===== config.mk =====
export PLATFORM = sky130hd
export DESIGN_NAME = instr_fetch_unit
export DESIGN_NICKNAME = d
export VERILOG_FILES = /design/src/rtl/fetch_pkg.sv /design/src/rtl/fetch_counter.sv /design/src/rtl/instr_fetch_unit.sv
export SDC_FILE = /design/constraint.sdc
export NUM_CORES = 1
export LEC_CHECK = 0
export CORE_MARGIN = 10
export CORE_UTILIZATION = 42
export DETAILED_ROUTE_END_ITERATION = 6
export PLACE_DENSITY = 0.84
export SLEW_MARGIN = 20
export SYNTH_ARGS = -nofsm -noshare
export SYNTH_HDL_FRONTEND = slang
export SYNTH_HIERARCHICAL = 1
export SYNTH_SLANG_ARGS = --single-unit

===== constraint.sdc =====
create_clock -name CLOCK_50 -period 2.9 [get_ports CLOCK_50]
set_input_delay 0.29 -clock CLOCK_50 [delete_from_list [all_inputs] [get_ports CLOCK_50]]
set_output_delay 0.29 -clock CLOCK_50 [all_outputs]
set_load 0.05 [all_outputs]

===== src/rtl/fetch_pkg.sv =====
// Shared fetch-stage definitions: state encoding, halt word, reset vector, opcode fields.
// Latency: n/a (types and constants only).
// Backpressure: n/a.
package fetch_pkg;

    typedef enum logic {
        FETCH = 1'b0,
        HALT  = 1'b1
    } fetch_state_t;

    // All-zero instruction word stops the fetch stage until reset.
    localparam logic [31:0] HALT_WORD          = 32'h0000_0000;
    localparam logic [31:0] DEFAULT_RESET_ADDR = 32'h0000_0800;

    // Instruction field positions consumed by decode.
    localparam int OPCODE_MSB = 31;
    localparam int OPCODE_LSB = 26;
    localparam int RD_MSB     = 25;
    localparam int RD_LSB     = 21;
    localparam int RS1_MSB    = 20;
    localparam int RS1_LSB    = 16;
    localparam int IMM_MSB    = 15;
    localparam int IMM_LSB    = 0;

endpackage


===== src/rtl/fetch_counter.sv =====
// Issued-instruction counter: increments by one on each enabled cycle and wraps.
// Latency: count visible one cycle after the enabling edge.
// Backpressure: none of its own; the parent gates the enable with stall/halt.
module fetch_counter #(
    parameter int COUNT_WIDTH = 16
) (
    input  logic                   clk,
    input  logic                   rst,
    input  logic                   en,
    output logic [COUNT_WIDTH-1:0] count
);

    logic [COUNT_WIDTH-1:0] count_d;
    logic [COUNT_WIDTH-1:0] count_q;

    // Next count: add one when enabled, natural wrap at 2^COUNT_WIDTH.
    always_comb begin
        count_d = count_q;
        if (en) begin
            count_d = count_q + COUNT_WIDTH'(1);
        end
    end

    // Count register, cleared asynchronously.
    always_ff @(posedge clk or posedge rst) begin
        if (rst) begin
            count_q <= '0;
        end else begin
            count_q <= count_d;
        end
    end

    assign count = count_q;

endmodule


===== src/rtl/instr_fetch_unit.sv =====
// Fetch stage: owns the PC, addresses program memory, latches one instruction per cycle into IR.
// Latency: address to IR 1 cycle; redirect to target in IR 2 cycles (delay slot in between).
// Backpressure: fetch_Stall_In freezes all state; halt word freezes everything until reset.
module instr_fetch_unit
    import fetch_pkg::*;
#(
    parameter int                       DATAWIDTH_BUS = 32,
    parameter logic [DATAWIDTH_BUS-1:0] RESET_ADDR    = DATAWIDTH_BUS'(DEFAULT_RESET_ADDR),
    parameter int                       COUNT_WIDTH   = 16
) (
    input  logic                     CLOCK_50,
    input  logic                     RESET_InHigh,
    input  logic                     fetch_Stall_In,
    input  logic                     fetch_Redirect_In,
    input  logic                     fetch_Annul_In,
    input  logic [DATAWIDTH_BUS-1:0] fetch_Target_In,
    input  logic [DATAWIDTH_BUS-1:0] BusDatos,
    output logic [DATAWIDTH_BUS-1:0] BusDirecciones,
    output logic [DATAWIDTH_BUS-1:0] fetch_IR_Out,
    output logic [DATAWIDTH_BUS-1:0] fetch_IRPC_Out,
    output logic                     fetch_IRValid_Out,
    output logic                     fetch_Halted_Out,
    output logic [COUNT_WIDTH-1:0]   fetch_Count_Out
);

    fetch_state_t             state_d, state_q;
    logic [DATAWIDTH_BUS-1:0] pc_d, pc_q;
    logic [DATAWIDTH_BUS-1:0] ir_d, ir_q;
    logic [DATAWIDTH_BUS-1:0] irpc_d, irpc_q;
    logic                     irvalid_d, irvalid_q;
    logic                     halted_d, halted_q;
    logic                     count_en;
    logic                     squash;
    logic                     is_halt_word;

    // Annul only matters when it qualifies a redirect.
    assign squash       = fetch_Redirect_In & fetch_Annul_In;
    assign is_halt_word = (BusDatos == DATAWIDTH_BUS'(HALT_WORD));

    // Next-state and datapath: one fetch per unstalled cycle; halt beats a simultaneous redirect.
    always_comb begin
        state_d   = state_q;
        pc_d      = pc_q;
        ir_d      = ir_q;
        irpc_d    = irpc_q;
        irvalid_d = irvalid_q;
        halted_d  = halted_q;
        count_en  = 1'b0;
        case (state_q)
            FETCH: begin
                if (!fetch_Stall_In) begin
                    irpc_d = pc_q;
                    if (is_halt_word && !squash) begin
                        // PC stays on the halt address so the bus keeps showing it.
                        ir_d      = '0;
                        irvalid_d = 1'b0;
                        halted_d  = 1'b1;
                        state_d   = HALT;
                    end else begin
                        // Delay-slot word is always latched; annul just drops its valid bit.
                        ir_d      = BusDatos;
                        pc_d      = fetch_Redirect_In ? fetch_Target_In
                                                      : pc_q + DATAWIDTH_BUS'(1);
                        irvalid_d = !squash;
                        count_en  = !squash;
                    end
                end
            end
            HALT: begin
                irvalid_d = 1'b0;
                halted_d  = 1'b1;
            end
            default: begin
                state_d = FETCH;
            end
        endcase
    end

    // State and pipeline registers, asynchronously reset.
    always_ff @(posedge CLOCK_50 or posedge RESET_InHigh) begin
        if (RESET_InHigh) begin
            state_q   <= FETCH;
            pc_q      <= RESET_ADDR;
            ir_q      <= '0;
            irpc_q    <= '0;
            irvalid_q <= 1'b0;
            halted_q  <= 1'b0;
        end else begin
            state_q   <= state_d;
            pc_q      <= pc_d;
            ir_q      <= ir_d;
            irpc_q    <= irpc_d;
            irvalid_q <= irvalid_d;
            halted_q  <= halted_d;
        end
    end

    fetch_counter #(
        .COUNT_WIDTH (COUNT_WIDTH)
    ) u_fetch_counter (
        .clk   (CLOCK_50),
        .rst   (RESET_InHigh),
        .en    (count_en),
        .count (fetch_Count_Out)
    );

    assign BusDirecciones    = pc_q;
    assign fetch_IR_Out      = ir_q;
    assign fetch_IRPC_Out    = irpc_q;
    assign fetch_IRValid_Out = irvalid_q;
    assign fetch_Halted_Out  = halted_q;

endmodule


==> results of run 1 <==
## stage by stage
step	hold slack (ns)	utilization [%]	power, uW	instance area [um^2]	cells
2_1_floorplan	0.204	-	3180	5450	623
3_3_place_gp	0.447	59.3	3880	7510	957
3_5_place_dp	0.458	59.3	3920	7510	957
4_1_cts	0.253	63.8	5960	8080	987
5_1_grt	0.263	63.8	6160	8080	987
6_report	0.256	63.8	5910	8080	987
## final timing paths
kind	from	to	slack, ns	cells after the start
max in group asynchronous	RESET_InHigh	fetch_IRPC_Out[16]	1.98	3
min in group CLOCK_50	BusDatos[5]	fetch_IR_Out[5]	0.44	3
worst max-delay path	BusDatos[21]	BusDirecciones[10]	0.38	7
worst max register to register	state_q	u_fetch_counter/count[14]	0.39	6
worst min-delay path	RESET_InHigh	fetch_IRPC_Out[1]	0.26	2
worst min register to register	fetch_Halted_Out	fetch_Halted_Out	0.46	1
## kinds of logic (layout without fill, tap and decap cells)
group           count (synthesis)  after routing  synth area share, %
fa+ha+maj                       2              2                0.459
compound gates                106            106                 13.1
simple gates                  334            334                 27.1
flops                         115            115                 52.9
xor+xnor                       15             15                 2.41
mux                             3              3                0.574
buf+inv                        48            240                 3.49
## area by class of cell
| class | instances | share of cell area (%) |
|---|---|---|
| flip-flops and latches | 115 | 35.6 |
| repair buffers | 199 | 24.6 |
| multi-input cells | 460 | 29.5 |
| inverters | 11 | 0.542 |
| clock buffers | 25 | 6.13 |
| well taps | 172 | 2.66 |
| clock inverters | 5 | 0.929 |
## Yosys cell counts, types with 2 or more instances
| cell | n | area share [%] |
|---|---|---|
| a211oi_1 | 2 | 0.28 |
| a21oi_1 | 25 | 2.3 |
| a22o_1 | 2 | 0.32 |
| a22oi_1 | 4 | 0.55 |
| a2bb2oi_1 | 5 | 0.80 |
| a31o_2 | 4 | 0.64 |
| a31oi_1 | 8 | 0.92 |
| a32oi_1 | 3 | 0.48 |
| and2_1 | 4 | 0.46 |
| and3_1 | 10 | 1.1 |
| and4_1 | 2 | 0.32 |
| buf_1 | 3 | 0.21 |
| buf_2 | 5 | 0.46 |
| clkbuf_1 | 28 | 1.9 |
| dfrtp_1 | 114 | 52 |
| ha_1 | 2 | 0.46 |
| inv_1 | 11 | 0.76 |
| mux2i_1 | 2 | 0.37 |
| nand2_1 | 219 | 15 |
| nand3_1 | 18 | 1.7 |
| nand4_1 | 12 | 1.4 |
| nor2_1 | 35 | 2.4 |
| nor3_1 | 11 | 1.0 |
| nor4_1 | 10 | 1.1 |
| nor4_2 | 3 | 0.69 |
| o2111ai_1 | 3 | 0.48 |
| o211ai_1 | 3 | 0.41 |
| o21a_1 | 3 | 0.41 |
| o21ai_0 | 21 | 1.9 |
| o22a_1 | 7 | 1.1 |
| o22ai_1 | 4 | 0.46 |
| o2bb2ai_1 | 2 | 0.32 |
| or2_2 | 2 | 0.23 |
| or3_1 | 2 | 0.23 |
| xnor2_1 | 10 | 1.6 |
| xor2_1 | 5 | 0.80 |
## registers in the layout (all words and copies together), names as in the netlist
signal                 count
fetch_IRValid_Out          1
fetch_IR_Out              32
state_q                    1
fetch_Halted_Out           1
u_fetch_counter/count     16
fetch_IRPC_Out            32
BusDirecciones            32
## per-layer routing
metal	wire length, um	vias up	global-route usage, %
met3	1930	21	9.90
met4	321	0	6.89
met5	0	-	0
met1	6910	2489	22.1
li1	-	2507	-
met2	8510	227	32.2
## placed cells by master, fill, tap and decap left out, types with 3 or more instances in the layout
master / synthesis / final
nor4_2: 3 / 3
nor2_1: 35 / 34
o22ai_1: 4 / 4
xor2_1: 5 / 5
nand3_1: 18 / 18
nand2_1: 219 / 219
o21a_1: 3 / 3
nand4_1: 12 / 12
nor4_1: 10 / 10
and2_1: 4 / 4
clkbuf_1: 28 / 4
a21oi_1: 25 / 25
o2111ai_1: 3 / 3
buf_4: 1 / 14
o22a_1: 7 / 7
a31o_2: 4 / 4
buf_12: 0 / 3
a2bb2oi_1: 5 / 5
o21ai_0: 21 / 21
inv_1: 11 / 10
clkdlybuf4s50_1: 0 / 182
a22oi_1: 4 / 4
and3_1: 10 / 10
dfrtp_1: 114 / 114
a31oi_1: 8 / 8
xnor2_1: 10 / 10
nor3_1: 11 / 11
a32oi_1: 3 / 3
clkinv_2: 0 / 3
clkbuf_8: 0 / 4
o211ai_1: 3 / 3
clkbuf_16: 0 / 17
## worst max-delay path: stages
cell and delay, ns:
clkdlybuf4s50_1 0.46, nor4_1 0.48, nand2_1 0.17, or4_1 0.69
buf_4 0.25, a311oi_1 0.24, o311ai_0 0.18
## report_power, final
group          switching, uW  internal [uW]
clock                    686           1340
combinational           1190            626
sequential               251           1820
total                   2120           3790
==> results by group, run 1 <==
Route
  • DRT iter0 DRCs: 545
  • Final routed DRC violation total: 0
  • DR vias: 5,244
  • Antenna-violating nets left: 0
  • DR WL/cell: 17.9 um
  • Final WL: 17,700 um
  • First-pass DRT Iterations: 5
  • Via density: 5.31

Die
  • Cell Rows: 41
  • Die height: 134 um
  • Ports: 183
  • Starting Density: 43.0%
  • Core Area: 0.0127 mm^2
  • Die Wd: 134 um
  • Full die area: 0.0179 mm^2

Global route
  • First-pass GRT wire length: 28,400 um
  • Initial antenna violation count: 0
  • All-layer global routing usage: 19.8%
  • Largest net degree at the start of global routing: 54
  • GRT overflow: 0
  • Vias in the first global route: 5,245

Clock tree
  • Setup Fix Bufs, Post-CTS: 0
  • CTS max path bufs: 2
  • Root Buffer: clkbuf_16
  • CTS Buf Count: 17
  • Cts-stage hold buffer count: 0
  • CTS clk-pin slew, worst paths: 0.05 ns
  • Clk sinks: 115
  • H-tree levels: 4
  • CTS tree: done
  • Cts repair resizes: 0
  • Clk_lat worst skew: 0.41 ns

Placement
  • Pre-CTS WS: 0.00133 ns
  • RePlAce Congestion: 0.899
  • Dpl hpwl: 13,100 um
  • # port buffers: 182

Layout
  • Layout area overhead: 48.4%
  • Register area: 0.00288 mm^2
  • NumNets Final: 875
  • ANT cells: 0
  • Area occupied by multi-input gates: 0.00238 mm^2
  • Share of cells above drive strength 1: 7.36%
  • Filler cells: 1,050

Timing
  • Max_slew headroom: 29.3%
  • Setup violators final: 0
  • Fin worst setup slack: 0.383 ns
  • Hold Vio Cnt, Final: 0
  • Worst-Margin Slew: 1.06 ns
  • Tcrit/Tclk final: 86.8%
  • Fmax: 0.397 GHz
  • Minimum clock period: 2.52 ns
  • Skew final: 0.0154 ns
  • Pins Over Slew Limit: 0
  • RSZ-0062 raised after global routing: no
  • Sum Neg Setup Slack: 0 ns

Pwr
  • LEAKAGE: 0.00358 uW
  • VDD IR-drop max: 0.467 mV
  • PD cells: 732 mW/mm^2

Synthesis
  • Syn_nets: 694
  • Cells after synthesis: 623
  • EDFF count, synth: 0
  • Synth Flop Type: dfrtp_1
  • Syn. warnings: 6
  • Synthesized area: 0.00545 mm^2
  • Synth cell types: 55
  • Sequential-to-total area share from yosys stat: 52.9%
  • Yosys reg bits: 115
  • Syn Area/Cell: 8.74 um^2
  • Synth async-reset ratio: 100%

Setup path
  • Critical path arrival: 2.77 ns
  • Kind of critical path: primary input to register
  • Worst Path Required: 3.15 ns
  • Crit end category: register
  • Crit-path max FO: 11
  • Critical Path Source Type: primary input

Min path
  • Worst hold path class: primary input to asynchronous set/reset pin

Flow run
  • Max Cap Violations: 0

Outcome
  • Status: completed
(Power assumes the default switching activity.)
==> inputs of run 2 (changes only) <==
--- a/config.mk
+++ b/config.mk
@@ -14,3 +14,4 @@
 export SYNTH_HDL_FRONTEND = slang
 export SYNTH_HIERARCHICAL = 1
 export SYNTH_SLANG_ARGS = --single-unit
+export TNS_END_PERCENT = 30
==> results of run 2 <==
The final DEF is identical to that of run 1; final timing and power are the same.
==> inputs of run 3 (changes only) <==
--- a/config.mk
+++ b/config.mk
@@ -8,10 +8,9 @@
 export CORE_MARGIN = 10
 export CORE_UTILIZATION = 42
 export DETAILED_ROUTE_END_ITERATION = 6
-export PLACE_DENSITY = 0.84
+export PLACE_DENSITY = 0.83
 export SLEW_MARGIN = 20
 export SYNTH_ARGS = -nofsm -noshare
 export SYNTH_HDL_FRONTEND = slang
-export SYNTH_HIERARCHICAL = 1
 export SYNTH_SLANG_ARGS = --single-unit
 export TNS_END_PERCENT = 30
==> results by group, run 3 <==
Pwr
  • LEAKAGE: 0.00356 uW
  • Switching power: 2110 uW
  • Sw frac: 37.0%
  • P_int: 3590 uW
  • Clock power frac: 32.6%
  • Gate power share: 31.3%
  • PD cells: 711 mW/mm^2
  • VDD IR-drop max: 0.522 mV
  • Seq pwr share: 36.1%

Clock tree
  • H-tree levels: 4
  • Cts repair resizes: 0
  • CTS clk-pin slew, worst paths: 0.05 ns
  • Clk_lat worst skew: 0.41 ns
  • CTS tree: done
  • CTS max path bufs: 2
  • CTS Buf Count: 17
  • Setup Fix Bufs, Post-CTS: 0
  • Root Buffer: clkbuf_16
  • Clk sinks: 115
  • Cts-stage hold buffer count: 0

Setup path
  • Worst Path Required: 3.20 ns
  • Critical Path Source: BusDirecciones[1]
  • Critical Path Source Type: register
  • Kind of critical path: register to register
  • Crit end category: register
  • RR Endpoint: BusDirecciones[24]
  • R2r worst-path depth: 6
  • RR Startpoint: BusDirecciones[1]
  • Reg2Reg Setup Slack: 0.49 ns
  • Critical path arrival: 2.72 ns
  • Crit-path max FO: 10

Min path
  • Worst hold path class: primary input to register
  • Hold endpoint: BusDirecciones[9]
  • Worst Hold Depth: 4
  • Hold_sp: fetch_Redirect_In

Layout
  • NumNets Final: 860
  • Share of cells above drive strength 1: 7.73%
  • Fin cells: 974
  • Final instance area: 0.00802 mm^2
  • Commonest non-fill, non-tap cell in the layout: nand2_1
  • Layout area overhead: 46.8%
  • ANT cells: 0
  • Most frequent cells in the layout: nand2_1, clkdlybuf4s50_1, dfrtp_1

Synthesis
  • EDFF count, synth: 0
  • Synth async-reset ratio: 100%
  • Syn_nets: 679
  • Post-synth top cells: nand2_1, dfrtp_1, a21oi_1
  • Syn Area/Cell: 8.98 um^2
  • Yosys reg bits: 115
  • Sequential-to-total area share from yosys stat: 52.7%
  • Largest cells by area after synthesis: dfrtp_1, nand2_1, a21oi_1
  • Synthesized area: 0.00546 mm^2
  • Synth Flop Type: dfrtp_1
  • Area share of the largest cell type after synthesis: 52.2%
  • Syn. warnings: 0
  • Synth cell types: 56
  • Cell taking the most area after synthesis: dfrtp_1
  • Most common cell in the netlist: nand2_1
  • Cells after synthesis: 608

Timing
  • Hold Vio Cnt, Final: 0
  • Minimum clock period: 2.41 ns
  • Skew final: 0.00785 ns
  • Pins Over Slew Limit: 0
  • Max_slew headroom: 43.3%
  • Sum Neg Setup Slack: 0 ns
  • Worst-Margin Slew: 0.850 ns
  • Setup violators final: 0
  • RSZ-0062 raised after global routing: no
  • WHS: 0.337 ns
  • Fmax: 0.415 GHz
  • Tcrit/Tclk final: 83.2%

Global route
  • Initial antenna violation count: 0
  • Vias in the first global route: 5,350
  • All-layer global routing usage: 20.0%
  • Largest net degree at the start of global routing: 116
  • GRT overflow: 0
  • First-pass GRT wire length: 28,800 um

Route
  • Antenna-violating nets left: 0
  • Final routed DRC violation total: 0
  • First-pass DRT Iterations: 4
  • DRT iter0 DRCs: 482
  • DR vias: 5,299
  • DR WL/cell: 18.3 um
  • Final WL: 17,800 um
  • Via density: 5.44

Die
  • Starting Density: 43.1%
  • Cell Rows: 41
  • Die height: 134 um
  • Full die area: 0.0180 mm^2
  • Core Area: 0.0127 mm^2
  • Ports: 183
  • Die Wd: 134 um

Placement
  • # port buffers: 182
  • DP Area: 0.00749 mm^2
  • Dpl hpwl: 12,900 um
  • Placed Cells: 942
  • RePlAce Congestion: 0.851

Flow run
  • Max Cap Violations: 0

Outcome
  • Status: completed
==> run 3: kinds of logic after synthesis <==
family / after synthesis / synth area share (%)
buffers and inverters: 45 / 3.55
AO/OA/AOI/OAI: 116 / 14.2
adder cells (fa/ha/maj): 2 / 0.458
XOR/XNOR: 15 / 2.41
flip-flops: 115 / 52.7
multiplexers: 4 / 0.756
AND/OR/NAND/NOR: 311 / 25.9
==> run 3: per-stage QoR <==
stage	worst slack [ns]	utilization (%)	total power [uW]
after floorplan	0.612	-	3150
after global placement	0.411	59.1	3840
after detailed placement	0.317	59.1	3870
after CTS	0.485	63.3	5760
after global routing	0.267	63.3	5960
final	0.488	63.3	5700
==> run 3: how the worst max path moves through the flow <==
stage,to,depth (start not counted)
floorplan,BusDirecciones[24],6
global placement,u_fetch_counter.count[1],6
detailed placement,u_fetch_counter.count[1],6
CTS,BusDirecciones[24],6
global route,BusDirecciones[30],6
finish,BusDirecciones[24],6
==> run 3: final cells by class <==
type	instances	area (um^2)
inverter	9	37.5
tap	172	215
clock inverter	5	25.0
sequential	115	2880
fill	1062	4650
clock buffer	27	503
timing repair buffer	198	1960
multi-input combinational	448	2400
==> run 3: worst max-delay path: stages (launching register included) <==
cell,delay [ns]
dfrtp_1,0.47
ha_1,0.28
nand4_1,0.30
nor3_2,0.68
and3_1,0.31
a2bb2oi_1,0.08
o22a_1,0.17
==> run 3: power by group through the flow <==
stage               combinational, uW  clock [uW]  sequential [uW]
detailed placement               1800           0             2080
global placement                 1770           0             2070
CTS                              1800        1900             2060
finish                           1790        1860             2060
floorplan                         403           0             2750
global route                     1890        1980             2090
==> run 3: metal layers <==
| metal | vias up | wire length, um | track usage, % |
|---|---|---|---|
| met1 | 2522 | 7240 | 24.1 |
| met4 | 0 | 473 | 8.59 |
| met2 | 251 | 8230 | 30.3 |
| met3 | 40 | 1880 | 8.81 |
| li1 | 2486 | - | - |
| met5 | - | 0 | 0 |
